**config.mk**
```make
export PLATFORM = sky130hd
export DESIGN_NAME = lut_function_unit
export DESIGN_NICKNAME = d
export VERILOG_FILES = /design/src/rtl/lut_function_unit.sv
export SDC_FILE = /design/constraint.sdc
export NUM_CORES = 1
export LEC_CHECK = 0
export BUFFER_PORTS_ARGS = -buffer_cell sky130_fd_sc_hd__buf_2
export CAP_MARGIN = 20
export CORE_MARGIN = 5
export CORE_UTILIZATION = 58
export DETAILED_ROUTE_END_ITERATION = 10
export GPL_TIMING_DRIVEN = 0
export PLACE_DENSITY = 0.78
export SKIP_CTS_REPAIR_TIMING = 1
export SYNTH_ARGS = -nofsm -noshare
export SYNTH_HDL_FRONTEND = slang
export SYNTH_SLANG_ARGS = --single-unit
```
**constraint.sdc**
```tcl
create_clock -name CLOCK_50 -period 3.3 [get_ports CLOCK_50]
set_input_delay 0.495 -clock CLOCK_50 [delete_from_list [all_inputs] [get_ports CLOCK_50]]
set_output_delay 0.495 -clock CLOCK_50 [all_outputs]
set_load 0.03 [all_outputs]
```
**src/rtl/lut_function_unit.sv**
```systemverilog
// Programmable N_IN-input boolean function: synchronised, debounced switches index a writable truth table, plus a minterm-count sweep.
// Optional edge_pulse output on LEDR changes is enabled by defining LUT_FUNCTION_UNIT_EDGE_EN.
module lut_function_unit #(
  parameter int                      N_IN            = 4,
  parameter int                      DEBOUNCE_CYCLES = 16,
  parameter logic [(1<<N_IN)-1:0]    TT_INIT         = 16'h28AE
) (
  input  logic            CLOCK_50,
  input  logic            reset,
  input  logic [N_IN-1:0] SW,
  input  logic            start,
  input  logic            tt_wr,
  input  logic [N_IN-1:0] tt_addr,
  input  logic            tt_data,
  output logic            LEDR,
  output logic            busy,
  output logic            done,
  output logic [N_IN:0]   count
`ifdef LUT_FUNCTION_UNIT_EDGE_EN
  ,
  output logic            edge_pulse
`endif
);

  localparam int DEPTH = 1 << N_IN;
  localparam int CNT_W = (DEBOUNCE_CYCLES > 1) ? $clog2(DEBOUNCE_CYCLES) : 1;
  localparam logic [CNT_W-1:0] CNT_MAX   = CNT_W'(DEBOUNCE_CYCLES - 1);
  localparam logic [N_IN-1:0]  ADDR_LAST = {N_IN{1'b1}};

  typedef enum logic [1:0] {IDLE, SWEEP, DONE} state_t;

  state_t            state, state_next;
  logic [N_IN-1:0]   s1, s2, s2_prev, db;
  logic [CNT_W-1:0]  cnt;
  logic [DEPTH-1:0]  tt;
  logic [N_IN-1:0]   addr;
  logic [N_IN:0]     acc;
  logic [N_IN:0]     tt_bit;

  assign tt_bit = {{N_IN{1'b0}}, tt[addr]};

  // Two-flop synchroniser, then a stability counter that must saturate before db follows.
  always_ff @(posedge CLOCK_50) begin
    if (reset) begin
      s1      <= '0;
      s2      <= '0;
      s2_prev <= '0;
      db      <= '0;
      cnt     <= '0;
    end else begin
      s1      <= SW;
      s2      <= s1;
      s2_prev <= s2;
      if (s2 != db && s2 == s2_prev) begin
        if (cnt == CNT_MAX) begin
          db  <= s2;
          cnt <= '0;
        end else begin
          cnt <= cnt + 1'b1;
        end
      end else begin
        cnt <= '0;
      end
    end
  end

  // Table writes are locked out for the whole sweep so the count is self-consistent.
  always_ff @(posedge CLOCK_50) begin
    if (reset) begin
      tt   <= TT_INIT;
      LEDR <= 1'b0;
    end else begin
      LEDR <= tt[db];
      if (tt_wr && !busy)
        tt[tt_addr] <= tt_data;
    end
  end

  always_comb begin
    state_next = state;
    case (state)
      IDLE:    if (start) state_next = SWEEP;
      SWEEP:   if (addr == ADDR_LAST) state_next = DONE;
      DONE:    state_next = IDLE;
      default: state_next = IDLE;
    endcase
  end

  always_ff @(posedge CLOCK_50) begin
    if (reset) begin
      state <= IDLE;
      addr  <= '0;
      acc   <= '0;
      busy  <= 1'b0;
      done  <= 1'b0;
      count <= '0;
    end else begin
      state <= state_next;
      done  <= 1'b0;
      case (state)
        IDLE: begin
          if (start) begin
            addr <= '0;
            acc  <= '0;
            busy <= 1'b1;
          end
        end
        SWEEP: begin
          acc <= acc + tt_bit;
          if (addr == ADDR_LAST) begin
            count <= acc + tt_bit;
            done  <= 1'b1;
          end else begin
            addr <= addr + 1'b1;
          end
        end
        DONE:    busy <= 1'b0;
        default: busy <= 1'b0;
      endcase
    end
  end

`ifdef LUT_FUNCTION_UNIT_EDGE_EN
  logic ledr_prev;

  always_ff @(posedge CLOCK_50) begin
    if (reset) begin
      ledr_prev  <= 1'b0;
      edge_pulse <= 1'b0;
    end else begin
      ledr_prev  <= LEDR;
      edge_pulse <= LEDR ^ ledr_prev;
    end
  end
`endif

endmodule
```
==> metrics.txt <==
Via-to-Cell Ratio 5.76; Post-synth EDFFs 0; most common cell after layout, fill and taps aside dfxtp_1; area grow syn2layout 10.1%; FF+latch count, synth 55; sw frac 24.3%; arrival time at the worst endpoint 3020 ps; Max-Slew Margin vs Limit 61.4%; Fin Setup TNS 0 ps; vias in the first global route approximately 1.7k; Die X-Extent around 75 microns; outcome completed; ys async rst share 0%; Power Density 426 nW/um^2; worst hold path class in -> reg; worst-path fanout max 7; mean post-synth cell area 10.2 sq um; # IOs 21; DRT Wirelength roughly 4.5 mm; synth top area cells dfxtp_1 (45%), mux4_2 (5.5%), nor2b_1 (5.4%), nand3_1 (4.5%), mux4_1 (4.3%); Yosys top cell area share 45.1%; GRT Overall Usage 18.2%; Final Hold Vio Count 0; Clock Power Share roughly a third; DRC viols 0; Tightest Pin Transition 577 ps; leakage 1.04 nW; Die H 74.9 microns; sequential share of the synthesized area 45.1%; worst slack, placed approximately 460 ps; most frequent cells in the layout dfxtp_1 (55), nand3_1 (22), nor2b_1 (21), buf_2 (19), nor2_1 (19); syn nets between 200 and 300; period utilisation layout 85.6%; initial core utilization ~60%; NumNets Final 283; Crit. End Element flip-flop; Final setup viols 0; area leader, netlist dfxtp_1; DR WL/cell 14.3 microns; mapped cell area 2440 sq um; fmax 354 MHz; H-tree Lvls 2; synth warn 0; Min Clock Period, post-route 2820 ps; Slew Limit Fails 0; Critical Path RT 3500 ps; share of cells above drive strength 1 16.5%; Final WS setup 475 ps; via count 1825; Core Footprint approximately 4000 sq um; port bufs 18; Num CTS Buffers 5; Logic pwr share under 10%; dominant synthesized flop cell dfxtp_1; critical path class reg -> reg; clock buffer depth 2; antenna violations before repair 0; # diodes 0; Cell Rows 23; Root Buffer clkbuf_8; HPWL after detailed placement 3.40 mm; largest vdd supply drop 352 uV; GP Congestion between 0.8 and 0.9; internal cell power 0.000867 W; WHS a little under 400 ps; first-pass GRT wire length slightly below 8 mm; unrepaired setup endpoints after global routing false; Max Clock Skew 11.8 ps; TritonCTS clock tree yes; Max Cap Violations 0; first-pass detailed-route iteration total 5; startpoint types flip-flop; largest net degree at the start of global routing 18; Post-DRT Antenna Nets 0; post-synth cell types 36; drt initial violations 61; clock sinks 55; Sequential Power Share 60.0%; clock latency on the worst-skew pair 310 ps; total grt overflow 0; clock-pin slew of the registers on the worst-case setup and hold paths 100 ps; gate count of the mapped netlist 240; Pwr Total between 0.001 and 0.0015 W; Net Sw Power 0.000279 W; Die ar. roughly 5600 sq um
-- kinds of logic after synthesis --
family                     Yosys count  synth area share [%]
DFF                                 55                  45.1
muxes                               23                  15.4
buffers and inverters               14                  2.51
adders and majority gates            4                  2.05
AOI/OAI and AO/OA                   27                  7.17
xor gates and xnor gates            15                  5.38
and+or+nand+nor                    102                  22.4
-- stage by stage --
stage | area (sq um) | cells | util (%)
3_3_place_gp | 2600 | 308 | 64.4
2_1_floorplan | 2440 | 240 | -
4_1_cts | 2690 | 316 | 66.6
5_1_grt | 2690 | 317 | 66.8
3_5_place_dp | 2600 | 308 | 64.4
6_report | 2690 | 317 | 66.8
-- critical path, stage by stage, from the launching register on --
cell and delay, ps:
dfxtp_1 350, clkbuf_1 330, mux4_2 550, mux4_2 510
ha_1 220, ha_1 230, mux2_2 280, a22oi_1 190
nor2_1 60
-- flip-flops by register name, indices dropped and copies added, names as in the netlist --
signal   count
busy         1
s1           4
tt          16
done         1
LEDR         1
db           4
count        5
addr         4
s2_prev      4
s2           4
acc          5
state        2
cnt          4
-- final timing paths --
kind | startpoint | endpoint | slack, ps | cells after the start
max | addr[0]$_SDFFE_PP0P_ | acc[2]$_SDFFE_PP0P_ | 480 | 8
min | SW[3] | s1[3]$_SDFF_PP0_ | 390 | 2
max reg2reg | addr[0]$_SDFFE_PP0P_ | acc[2]$_SDFFE_PP0P_ | 480 | 8
min reg2reg | s1[0]$_SDFF_PP0_ | s2[0]$_SDFF_PP0_ | 440 | 1
-- cell type report --
class	count	area, sq um
Buffer	12	53.8
Clock inverter	2	16.3
Fill cell	329	1340
Multi-Input combinational cell	171	1280
Clock buffer	6	72.6
Timing Repair Buffer	19	95.1
Sequential cell	55	1100
Inverter	2	7.51
Tap cell	50	62.6
-- metal layers --
metal / GRT usage, % / part of all wire, % / vias to the layer above
li1: - / - / 901
met1: 23.8 / 46 / 885
met2: 30.1 / 49 / 32
met3: 2.94 / 3.6 / 7
met4: 7.11 / 1.5 / 0
met5: 0 / 0 / -
-- Yosys cell counts, types with 2 or more instances --
| cell | instances |
|---|---|
| buf_1 | 2 |
| inv_1 | 2 |
| xnor2_1 | 6 |
| dfxtp_1 | 55 |
| mux4_1 | 4 |
| nand2b_1 | 6 |
| nor2_1 | 19 |
| nand2_1 | 15 |
| nor3_1 | 6 |
| a22oi_1 | 3 |
| a21boi_0 | 3 |
| a211oi_1 | 3 |
| o21ai_0 | 3 |
| and4bb_2 | 2 |
| a311o_1 | 3 |
| a21oi_1 | 11 |
| nor3b_1 | 2 |
| clkbuf_1 | 8 |
| and3_1 | 2 |
| ha_1 | 4 |
| mux4_2 | 6 |
| mux2_2 | 5 |
| mux2i_1 | 8 |
| nand3_1 | 22 |
| nor2b_1 | 21 |
| xor2_1 | 9 |
-- power by group through the flow --
stage	Sequential [W]	Combinational [W]	Clock, W
global placement	0.000702	0.0000882	0
floorplan	0.000701	0.0000627	0
global route	0.000689	0.000101	0.000411
detailed placement	0.000703	0.0000897	0
CTS	0.000687	0.0000899	0.000381
finish	0.000687	0.0000894	0.000369
Power figures use the tool's default switching activity.
